===== config.mk =====
export PLATFORM = sky130hd
export DESIGN_NAME = mem_stage_v2
export DESIGN_NICKNAME = d
export VERILOG_FILES = /design/src/rtl/mem_stage_v2_pkg.sv /design/src/rtl/mem_stage_v2_load_align.sv /design/src/rtl/mem_stage_v2.sv
export SDC_FILE = /design/constraint.sdc
export NUM_CORES = 1
export LEC_CHECK = 0
export BUFFER_PORTS_ARGS = -buffer_cell sky130_fd_sc_hd__buf_2
export CAP_MARGIN = 40
export CORE_MARGIN = 3
export CORE_UTILIZATION = 49
export DETAILED_ROUTE_END_ITERATION = 6
export PLACE_DENSITY = 0.78
export SYNTH_ARGS = -nofsm -noshare
export SYNTH_HDL_FRONTEND = slang
export SYNTH_SLANG_ARGS = --single-unit
export TNS_END_PERCENT = 30

===== constraint.sdc =====
create_clock -name clk -period 2.7 [get_ports clk]
set_input_delay 0.405 -clock clk [delete_from_list [all_inputs] [get_ports clk]]
set_output_delay 0.405 -clock clk [all_outputs]
set_load 0.1 [all_outputs]

===== src/rtl/mem_stage_v2_pkg.sv =====
// Shared definitions for the MEM stage: bus field widths, stall polarity,
// one-hot load opcode bit positions, load FSM states and the alignment rule.
package mem_stage_v2_pkg;

  // Fixed-width control fields carried alongside the DATA_W-wide payload
  localparam int PC_W    = 32;
  localparam int OP_W    = 5;
  localparam int WEN_W   = 4;
  localparam int RADDR_W = 5;

  // EX->MEM bus without ex_result: {mem_op, pc, ram_en, ram_wen, sel_rf_res, rf_we, rf_waddr}
  localparam int EX_CTRL_W  = OP_W + PC_W + 1 + WEN_W + 1 + 1 + RADDR_W;
  // MEM->WB bus without rf_wdata: {pc, rf_we, rf_waddr}
  localparam int WB_CTRL_W  = PC_W + 1 + RADDR_W;
  // Forwarding bus without rf_wdata: {rf_we, rf_waddr}
  localparam int FWD_CTRL_W = 1 + RADDR_W;

  // Stall vector polarity
  localparam logic Stop   = 1'b1;
  localparam logic NoStop = 1'b0;

  // One-hot mem_op bit positions, mem_op = {lb, lbu, lh, lhu, lw}
  localparam int OP_LB  = 4;
  localparam int OP_LBU = 3;
  localparam int OP_LH  = 2;
  localparam int OP_LHU = 1;
  localparam int OP_LW  = 0;

  // Load handshake FSM
  typedef enum logic [1:0] {
    ST_IDLE = 2'd0,
    ST_WAIT = 2'd1,
    ST_DONE = 2'd2
  } ld_state_e;

  // Halfword loads need an even address, word loads a 4-byte aligned one
  function automatic logic load_misaligned(logic [OP_W-1:0] op, logic [1:0] addr);
    return ((op[OP_LH] | op[OP_LHU]) & addr[0]) |
           (op[OP_LW] & (addr != 2'b00));
  endfunction

endpackage


===== src/rtl/mem_stage_v2_load_align.sv =====
// Load lane selection and extension. Purely combinational so it can be
// reused in front of a cache read port as well as the raw SRAM port.
module mem_stage_v2_load_align
  import mem_stage_v2_pkg::*;
#(
  parameter int DATA_W = 32
) (
  input  logic [DATA_W-1:0] rdata_i,
  input  logic [1:0]        addr_i,
  input  logic [OP_W-1:0]   mem_op_i,
  output logic [DATA_W-1:0] data_o,
  output logic              misalign_o
);

  logic [7:0]  byte_sel;
  logic [15:0] half_sel;

  assign byte_sel   = rdata_i[{addr_i, 3'b000} +: 8];
  assign half_sel   = rdata_i[{addr_i[1], 4'b0000} +: 16];
  assign misalign_o = load_misaligned(mem_op_i, addr_i);

  // Extend the selected lane according to the one-hot load type
  always_comb begin
    data_o = '0;
    if (mem_op_i[OP_LB]) begin
      data_o = {{(DATA_W-8){byte_sel[7]}}, byte_sel};
    end else if (mem_op_i[OP_LBU]) begin
      data_o = {{(DATA_W-8){1'b0}}, byte_sel};
    end else if (mem_op_i[OP_LH]) begin
      data_o = {{(DATA_W-16){half_sel[15]}}, half_sel};
    end else if (mem_op_i[OP_LHU]) begin
      data_o = {{(DATA_W-16){1'b0}}, half_sel};
    end else if (mem_op_i[OP_LW]) begin
      data_o = rdata_i;
    end
  end

endmodule


===== src/rtl/mem_stage_v2.sv =====
// MEM pipeline stage: EX->MEM pipeline register, variable-latency load
// handshake with a hold buffer, load alignment, WB bus and ID forwarding.
module mem_stage_v2
  import mem_stage_v2_pkg::*;
#(
  parameter int DATA_W  = 32,
  parameter int STALL_W = 6,
  parameter int MEM_IDX = 3
) (
  input  logic                             clk,
  input  logic                             rst,
  input  logic [STALL_W-1:0]               stall,
  input  logic [EX_CTRL_W+DATA_W-1:0]      ex_to_mem_bus,
  input  logic [DATA_W-1:0]                data_sram_rdata,
  input  logic                             data_sram_rvalid,
  output logic [WB_CTRL_W+DATA_W-1:0]      mem_to_wb_bus,
  output logic [FWD_CTRL_W+DATA_W-1:0]     mem_to_id_fwd,
  output logic                             stallreq_mem,
  output logic                             excp_ale
);

  localparam int EX_TO_MEM_WD = EX_CTRL_W + DATA_W;

  logic [EX_TO_MEM_WD-1:0] ex_mem_q, ex_mem_d;
  ld_state_e               state_q;
  logic [DATA_W-1:0]       rbuf_q;

  logic [OP_W-1:0]    mem_op;
  logic [PC_W-1:0]    pc;
  logic               ram_en;
  logic [WEN_W-1:0]   ram_wen;
  logic               sel_rf_res;
  logic               rf_we;
  logic [RADDR_W-1:0] rf_waddr;
  logic [DATA_W-1:0]  ex_result;

  logic              stage_stop, down_stop, entry_changes;
  logic              is_load, misalign, load_ok, waiting, capture;
  logic [DATA_W-1:0] ld_src, ld_data, rf_wdata;
  logic              rf_we_out;
  logic              stall_unused;

  assign {mem_op, pc, ram_en, ram_wen, sel_rf_res, rf_we, rf_waddr, ex_result} = ex_mem_q;

  // Only this stage's bit and the downstream bit matter here
  assign stall_unused = ^stall;
  assign stage_stop   = (stall[MEM_IDX]   == Stop);
  assign down_stop    = (stall[MEM_IDX+1] == Stop);
  // The register takes a new entry or a bubble whenever it is not holding
  assign entry_changes = !stage_stop || !down_stop;

  // Next pipeline register value: load, insert bubble, or hold
  always_comb begin
    ex_mem_d = ex_mem_q;
    if (!stage_stop) begin
      ex_mem_d = ex_to_mem_bus;
    end else if (!down_stop) begin
      ex_mem_d = '0;
    end
  end

  // EX->MEM pipeline register
  always_ff @(posedge clk) begin
    if (rst) begin
      ex_mem_q <= '0;
    end else begin
      ex_mem_q <= ex_mem_d;
    end
  end

  // Misaligned loads never start an SRAM handshake
  assign is_load  = ram_en && (ram_wen == '0);
  assign load_ok  = is_load && !misalign;
  assign waiting  = (state_q == ST_IDLE) || (state_q == ST_WAIT);
  assign capture  = load_ok && waiting && data_sram_rvalid;

  assign stallreq_mem = load_ok && waiting && !data_sram_rvalid;
  assign excp_ale     = is_load && misalign;

  // Once DONE, rvalid is stale and the buffered word is authoritative
  assign ld_src = (data_sram_rvalid && waiting) ? data_sram_rdata : rbuf_q;

  mem_stage_v2_load_align #(
    .DATA_W(DATA_W)
  ) u_load_align (
    .rdata_i   (ld_src),
    .addr_i    (ex_result[1:0]),
    .mem_op_i  (mem_op),
    .data_o    (ld_data),
    .misalign_o(misalign)
  );

  // Load handshake FSM and read-data hold buffer
  always_ff @(posedge clk) begin
    if (rst) begin
      state_q <= ST_IDLE;
      rbuf_q  <= '0;
    end else begin
      if (capture) begin
        rbuf_q <= data_sram_rdata;
      end
      if (entry_changes) begin
        // The current access leaves the stage; the next entry starts fresh
        state_q <= ST_IDLE;
      end else begin
        unique case (state_q)
          ST_IDLE: begin
            if (load_ok) begin
              state_q <= data_sram_rvalid ? ST_DONE : ST_WAIT;
            end
          end
          ST_WAIT: begin
            if (data_sram_rvalid) begin
              state_q <= ST_DONE;
            end
          end
          ST_DONE: begin
            state_q <= ST_DONE;
          end
          default: begin
            state_q <= ST_IDLE;
          end
        endcase
      end
    end
  end

  // No register write while data is outstanding or the access faulted
  assign rf_we_out = rf_we && !excp_ale && !stallreq_mem;
  assign rf_wdata  = sel_rf_res ? ld_data : ex_result;

  assign mem_to_wb_bus = {pc, rf_we_out, rf_waddr, rf_wdata};
  assign mem_to_id_fwd = {rf_we_out, rf_waddr, rf_wdata};

endmodule

==> summary.txt, run 1 <==
Timing
  – Final min period: 3.113 ns
  – Fin. Hold Viols: 0
  – Clock Skew: 0.004977 ns
  – Final setup margin: -0.4127 ns
  – Slew Viols, Final: 0
  – Fmax: 0.3213 GHz
  – RSZ-0062 raised after global routing: yes
  – Worst-margin pin slew: 0.8698 ns
  – Final setup violation count: 64
  – Tcrit/Tclk final: 1.153
  – Relative slew margins: 0.4195

Worst setup path
  – Arr. time, crit path: 2.71 ns
  – Maximum net fanout on the critical path: 7
  – Worst setup SP type: register
  – Required @ worst endpoint: 2.30 ns
  – Cell mode on critical path: buf_4
  – Worst path max stage delay: 0.35 ns
  – Worst path slowest cell: dfxtp_2
  – WS Path Type: register to primary output
  – Reg-to-reg startpoint: ex_mem_q[40]$_SDFFE_PP0P_
  – CP Launch Point: state_q[1]$_SDFFE_PP0P_
  – Setup crit end kind: primary output
  – CP Cell Sequence: inv_4 -> ha_4 -> o21a_4 -> buf_4 -> buf_4 -> mux2_4 -> clkbuf_16 -> o22ai_2 -> a21oi_4 -> nor2_4 -> buf_12

Synthesis
  – Syn Area/Cell: 8.680 um^2
  – Yosys top cell by area: dfxtp_1
  – Yosys top cell area share: 0.3947
  – Top post-synthesis cells by area: dfxtp_1 (39%), a22o_1 (12%), buf_4 (10%)
  – Yosys Warn Count: 0
  – Cells after Synth: 672
  – Syn Nets: 797
  – Synth Cell Area: 5833 um^2
  – Post-synthesis register bit count: 115
  – Sequential fraction of the synthesis area: 0.3947
  – Synth cell types: 35

Drt
  – Final antenna-violating net count: 0
  – Final WL: 20080 um
  – Iter 0 DRT Violations: 582
  – Post-DR vias/cell: 5.982
  – Drt drc: 0
  – Drt wl/cell: 20.30 um
  – Via count: 5916
  – DR pass1 iterations: 5

Layout
  – Commonest non-fill, non-tap cell in the layout: buf_2
  – Fraction of layout cells with a size suffix above 1: 0.4870
  – Layout net count: 958
  – N_diodes: 0
  – Commonest cells after routing, fill and taps aside: buf_2 (162), dfxtp_1 (111), a22o_1 (82), nand2_1 (71), buf_12 (70)
  – Post-layout util: 0.7847
  – Area Growth Syn to Fin: 54.91%
  – Non-Filler Instances: 989

Hold path
  – Hold path start: ex_to_mem_bus[66]
  – Hold crit path type: input pin to register

Place
  – GPL Wtd Cong: 0.9521
  – Placed cell count: 941
  – Detailed placement HPWL: 13950 um
  – Input/output buffers: 227

Pwr
  – Worst IR drop on VDD: 0.4997 mV
  – Leakage: 3.766 nW
  – PwrDens: 669.8 nW/um^2
  – Total power: 0.006052 W

GRT
  – Largest net degree at the start of global routing: 60
  – GRT Util Overall: 0.2885
  – Grt total ovfl: 0
  – Vias in the first global route: 5986
  – First-pass GRT wire length: 29920 um
  – Initial antenna violation count: 0

Clocking
  – Root Driver: clkbuf_16
  – Clock Latency Late Sink: 0.41 ns
  – CTS tree: built
  – H-tree depth: 4
  – Clock slew at reported path FFs: 0.06 ns
  – Sink Count: 115
  – CTS Buf Count: 17
  – Clock Path Buffers: 2

Job
  – Max-capacitance violation count: 0

Floorplanning
  – Core Area: 11520 um^2
  – Row cnt: 39
  – Die Height: 115.1 um
  – Initial Util: 0.5065
  – Ports: 232
  – Die Span X: 115.1 um
  – Die area: 13250 um^2

Run status
  – Run status: finished, violations left
  – Failing checks: setup timing
## layer usage
metal,wire length [um],share of wire,vias up,global-route usage
li1,-,-,2689,-
met1,7456,0.37,2790,0.3400
met2,9977,0.50,352,0.4823
met3,1710,0.085,85,0.07579
met4,933,0.046,0,0.1495
met5,0,0,-,0
## per-stage QoR
stage	setup slack, ns	TNS (ns)	hold WS, ns	area [um^2]
final	-0.4127	-20.05	0.2006	9036
after global routing	-0.4542	-24.59	0.1982	9036
after CTS	-0.4035	-22.02	0.1887	8816
after detailed placement	-0.04149	-0.4976	0.4512	7933
after global placement	0.02452	0	0.4410	7925
after floorplan	-0.5790	-10.23	0.4338	6462
## area by class of cell
cell class / instances / area [um^2]
tap: 143 / 178.9
clock buffer: 17 / 425.4
inverter: 9 / 36.28
multi-input combinational: 422 / 3373
timing repair buffer: 268 / 2541
clock inverter: 15 / 171.4
sequential: 115 / 2310
fill: 726 / 2480
## sequential cells by signal, summed over array words and instances, names as in the netlist
| register | count |
|---|---|
| state_q | 2 |
| ex_mem_q | 81 |
| rbuf_q | 32 |
## worst paths after layout
kind	to	slack, ns	cells after the start
max	mem_to_id_fwd[22]	-0.41	11
min	ex_mem_q[66]$_SDFFE_PP0P_	0.20	2
max reg2reg	rbuf_q[18]$_SDFFE_PP0P_	0.49	5
min reg2reg	rbuf_q[0]$_SDFFE_PP0P_	0.46	2
## power by group
group	internal, W	leakage [nW]	switching [W]	total (W)
Combinational	0.000639	2.54	0.00134	0.00198
Clock	0.00138	0.280	0.000873	0.00225
Sequential	0.00177	0.943	0.0000518	0.00182
## synth_stat cells
| cell type | instances |
|---|---|
| clkbuf_1 | 32 |
| o31ai_1 | 1 |
| nand2b_1 | 1 |
| nor2_1 | 62 |
| a31oi_1 | 2 |
| a2111oi_0 | 5 |
| nor3_1 | 3 |
| o21ai_0 | 7 |
| nand2_1 | 72 |
| mux2i_1 | 42 |
| buf_4 | 79 |
| buf_6 | 3 |
| nor4b_1 | 3 |
| o21ai_1 | 1 |
| o21a_1 | 2 |
| o32ai_1 | 1 |
| buf_2 | 12 |
| a22oi_1 | 10 |
| o22ai_1 | 35 |
| a31o_2 | 6 |
| a21oi_1 | 65 |
| o22a_1 | 1 |
| nand3_1 | 2 |
| and3_1 | 5 |
| or2_2 | 4 |
| o21ai_4 | 1 |
| mux2_2 | 2 |
| inv_1 | 9 |
| mux4_2 | 1 |
| nand4b_1 | 1 |
| a22o_1 | 82 |
| ha_1 | 3 |
| dfxtp_1 | 115 |
| o211a_1 | 1 |
| o221ai_1 | 1 |
## worst max-delay path, delay by kind of cell, from the launching register on
kind            cells  cell delay [ns]
flops               1             0.35
simple gates        1             0.18
buf+inv             5             0.70
fa+ha+maj           1             0.15
mux                 1             0.35
compound gates      3             0.57
## what timing repair did
item / in CTS / in global routing
pin swaps: 9 / 21
gates resized for setup: 25 / 44
endpoints found under the hold margin: 0 / 0
hold buffers: 0 / 0
setup endpoints to repair: 65 / 65
setup buffers: 10 / 3
cloned: 2 / 2
## logic make-up (layout without fill, tap and decap cells)
logic type      Yosys count  in the layout  share of synthesized area
flops                   115            115                     0.3947
simple gates            153            153                     0.1073
mux                      45             45                    0.07979
buf+inv                 135            309                     0.1441
fa+ha+maj                 3              3                   0.006436
compound gates          221            221                     0.2677
Power figures use the tool's default switching activity.
==> run 2, diff against run 1 <==
--- a/config.mk
+++ b/config.mk
@@ -11,4 +11,6 @@
 export CORE_UTILIZATION = 49
+export CTS_CLUSTER_DIAMETER = 80
 export DETAILED_ROUTE_END_ITERATION = 6
 export PLACE_DENSITY = 0.78
+export RECOVER_POWER = 50
 export SYNTH_ARGS = -nofsm -noshare
==> constraint.sdc (replaced) <==
create_clock -name clk -period 2.7 [get_ports clk]
set_input_delay 0.27 -clock clk [delete_from_list [all_inputs] [get_ports clk]]
set_output_delay 0.27 -clock clk [all_outputs]
set_load 0.1 [all_outputs]
==> run 2 against run 1 <==
The flow finishes with violations (DRC, capacitance limit, slew limit, setup timing). Worst hold slack lost 0.13 ns. Register-to-register slack lost 0.19 ns. Non-clock buffer count shrank 7. Global-route usage shrank 1.2 points. Sequential cell count is the same. Largest cell class unchanged. Die area is the same. Highest routed layer unchanged. Setup slack gained 0.15 ns. Combinational power shrank 3%. Final cell count shrank 0.91%. Via count shrank 2.3%. Clock power grew 4%. Sequential share of layout area grew 0.62 points. Critical path type unchanged.
==> summary.txt, run 2 (same netlist as run 1, synthesis figures left out) <==
Run status
  – Run status: finished, violations left (unchanged)
  – Failing checks: DRC, capacitance limit, slew limit, setup timing (was setup timing)

Place
  – Placed cell count: 935 (was 941)
  – GPL Wtd Cong: 0.9006 (was 0.9521)
  – Placement Setup Slack: 0.1504 ns (was -0.04149 ns)
  – Detailed placement HPWL: 13480 um (was 13950 um)
  – Placed cell area: 7874 um^2 (was 7933 um^2)
  – Input/output buffers: 227 (unchanged)

Clocking
  – CTS tree: built (unchanged)
  – Root Driver: clkbuf_16 (unchanged)
  – Sink Count: 115 (unchanged)
  – Clock Latency Late Sink: 0.41 ns (about the same)
  – Hold_buf cts: 0 (unchanged)
  – CTS Buf Count: 17 (unchanged)
  – Clock Path Buffers: 2 (unchanged)
  – Clock slew at reported path FFs: 0.05 ns (was 0.06 ns)
  – H-tree depth: 4 (unchanged)

Timing
  – Slew Viols, Final: 35 (was 0)
  – Clock Skew: 0.006223 ns (was 0.004977 ns)
  – Final setup margin: -0.2643 ns (was -0.4127 ns)
  – RSZ-0062 raised after global routing: yes (unchanged)
  – Worst-margin pin slew: 1.735 ns (was 0.8698 ns)
  – Final min period: 2.964 ns (was 3.113 ns)
  – Tcrit/Tclk final: 1.098 (was 1.153)
  – Relative slew margins: -0.1570 (was 0.4195)
  – Final setup violation count: 62 (was 64)
  – Fmax: 0.3373 GHz (was 0.3213 GHz)
  – Fin. Hold Viols: 0 (unchanged)

Hold path
  – Min-Delay Endpoint: ex_mem_q[48]$_SDFFE_PP0P_ (was ex_mem_q[66]$_SDFFE_PP0P_)
  – Hold path start: ex_to_mem_bus[48] (was ex_to_mem_bus[66])
  – Hold crit path type: input pin to register (unchanged)
  – Hold path cells: 2 (unchanged)

Pwr
  – Internal power: 0.003948 W (was 0.003787 W)
  – Reg power frac: 0.299 (was 0.300)
  – Leakage: 3.726 nW (was 3.766 nW)
  – PwrDens: 690.9 nW/um^2 (was 669.8 nW/um^2)
  – Psw: 0.002149 W (was 0.002265 W)
  – Worst IR drop on VDD: 0.5424 mV (was 0.4997 mV)
  – Combinational share of power: 0.316 (was 0.327)
  – Clock share of power: 0.385 (was 0.373)
  – Sw Ratio: 0.3525 (was 0.3742)

Drt
  – Post-DR vias/cell: 5.895 (was 5.982)
  – Iter 0 DRT Violations: 734 (was 582)
  – Final WL: 19360 um (was 20080 um)
  – Final antenna-violating net count: 0 (unchanged)
  – DR pass1 iterations: 7 (was 5)
  – Drt drc: 2 (was 0)
  – Via count: 5777 (was 5916)
  – Drt wl/cell: 19.75 um (was 20.30 um)

Layout
  – Post-route cell area: 8826 um^2 (was 9036 um^2)
  – Fraction of layout cells with a size suffix above 1: 0.4480 (was 0.4870)
  – Area Growth Syn to Fin: 51.31% (was 54.91%)
  – Biggest register: ex_mem_q (unchanged)
  – Commonest cells after routing, fill and taps aside: buf_2 (162), dfxtp_1 (112), a22o_1 (82), nand2_1 (72), buf_12 (66) (was buf_2 (162), dfxtp_1 (111), a22o_1 (82), nand2_1 (71), buf_12 (70))
  – Layout net count: 951 (was 958)
  – Non-Filler Instances: 980 (was 989)
  – Max FFs per register: 81 (unchanged)
  – N_diodes: 0 (unchanged)
  – Commonest non-fill, non-tap cell in the layout: buf_2 (unchanged)
  – Largest regs: ex_mem_q (81), rbuf_q (32), state_q (2) (unchanged)
  – Post-layout util: 0.7664 (was 0.7847)

Floorplanning
  – Die area: 13250 um^2 (unchanged)
  – Row cnt: 39 (unchanged)
  – Initial Util: 0.5065 (unchanged)
  – Ports: 232 (unchanged)
  – Die Span X: 115.1 um (unchanged)
  – Die Height: 115.1 um (unchanged)
  – Core Area: 11520 um^2 (unchanged)

GRT
  – Grt total ovfl: 0 (unchanged)
  – First-pass GRT wire length: 28630 um (was 29920 um)
  – Largest net degree at the start of global routing: 42 (was 60)
  – GRT Util Overall: 0.2761 (was 0.2885)
  – Initial antenna violation count: 0 (unchanged)
  – Vias in the first global route: 5637 (was 5986)

Worst setup path
  – Worst setup SP type: register (unchanged)
  – Worst path max stage delay: 0.56 ns (was 0.35 ns)
  – Reg-to-reg startpoint: ex_mem_q[1]$_SDFFE_PP0P_ (was ex_mem_q[40]$_SDFFE_PP0P_)
  – Worst reg-to-reg path cell count: 6 (was 5)
  – Top delay family on crit path: buffers and inverters (unchanged)
  – WS Path Type: register to primary output (unchanged)
  – Buf+Inv Stages, Crit Path: 4 (was 5)
  – Arr. time, crit path: 2.69 ns (was 2.71 ns)
  – Worst reg-to-reg setup slack: 0.30 ns (was 0.49 ns)
  – Setup crit end kind: primary output (unchanged)
  – Cell mode on critical path: buf_12 (was buf_4)
  – Worst path slowest cell: mux4_2 (was dfxtp_2)
  – Reg-to-Reg End: rbuf_q[25]$_SDFFE_PP0P_ (was rbuf_q[18]$_SDFFE_PP0P_)
  – Maximum net fanout on the critical path: 5 (was 7)
  – CP Cell Sequence: inv_4 -> ha_4 -> o21a_4 -> mux4_2 -> o21ai_4 -> buf_6 -> buf_12 -> a21oi_1 -> nor2_4 -> buf_12 (was inv_4 -> ha_4 -> o21a_4 -> buf_4 -> buf_4 -> mux2_4 -> clkbuf_16 -> o22ai_2 -> a21oi_4 -> nor2_4 -> buf_12)
  – Required @ worst endpoint: 2.43 ns (was 2.30 ns)

Job
  – Max-capacitance violation count: 1 (was 0)
run 2: cell count changes in the layout (fill, tap and decap cells not counted), moves of 3 or more:
cell / delta
buf_4: -12
buf_12: -4
a2111oi_1: +3
buf_6: +7
inv_6: -4
o22ai_2: -10
nor2_2: -3
a21oi_1: +4
o22ai_4: -3
clkinvlp_4: -3
o22ai_1: +13
run 2: per-stage QoR:
stage	hold slack (ns)	power [W]	TNS, ns
after floorplan	0.4029	0.003270	-5.550
after global placement	0.4415	0.003683	0
after detailed placement	0.4472	0.003713	0
after CTS	0.05536	0.006106	-10.86
after global routing	0.06039	0.006271	-17.51
final	0.06707	0.006097	-12.28
run 2: power by group through the flow:
stage	registers, W	clock network, W	logic, W
final	0.00182	0.00235	0.00193
after global routing	0.00183	0.00246	0.00198
after CTS	0.00182	0.00238	0.00190
after detailed placement	0.00185	0	0.00186
after global placement	0.00185	0	0.00183
after floorplan	0.00183	0	0.00144
run 2: per-layer routing:
layer	routed length, um	track usage	vias up
met5	0	0	-
met2	10050	0.4919	321
met3	1547	0.07263	59
met4	599	0.1049	0
met1	7159	0.3155	2722
li1	-	-	2675
run 2: how the worst max path moves through the flow:
| stage | startpoint | end | slack (ns) | cells after the start |
|---|---|---|---|---|
| after global placement | state_q[0]$_SDFFE_PP0P_ | mem_to_id_fwd[30] | 0.19 | 9 |
| after CTS | state_q[0]$_SDFFE_PP0P_ | mem_to_id_fwd[8] | -0.26 | 10 |
| after floorplan | state_q[0]$_SDFFE_PP0P_ | mem_to_wb_bus[31] | -0.44 | 9 |
| after global routing | state_q[1]$_SDFFE_PP0P_ | mem_to_id_fwd[13] | -0.35 | 10 |
| after detailed placement | state_q[1]$_SDFFE_PP0P_ | mem_to_wb_bus[30] | 0.15 | 9 |
| final | state_q[1]$_SDFFE_PP0P_ | mem_to_wb_bus[24] | -0.26 | 10 |
run 2: final cells by class:
cell class	count	area [um^2]
timing repair buffer	261	2462
fill	753	2690
multi-input combinational	422	3217
clock buffer	18	439.2
clock inverter	12	181.4
tap	143	178.9
inverter	9	36.28
sequential	115	2311
run 2: what timing repair did:
item / CTS / global route
resized for setup: 30 / 13
setup buffers: 8 / 3
setup endpoints to repair: 64 / 64
gates cloned: 2 / 1
pin swaps: 11 / 7
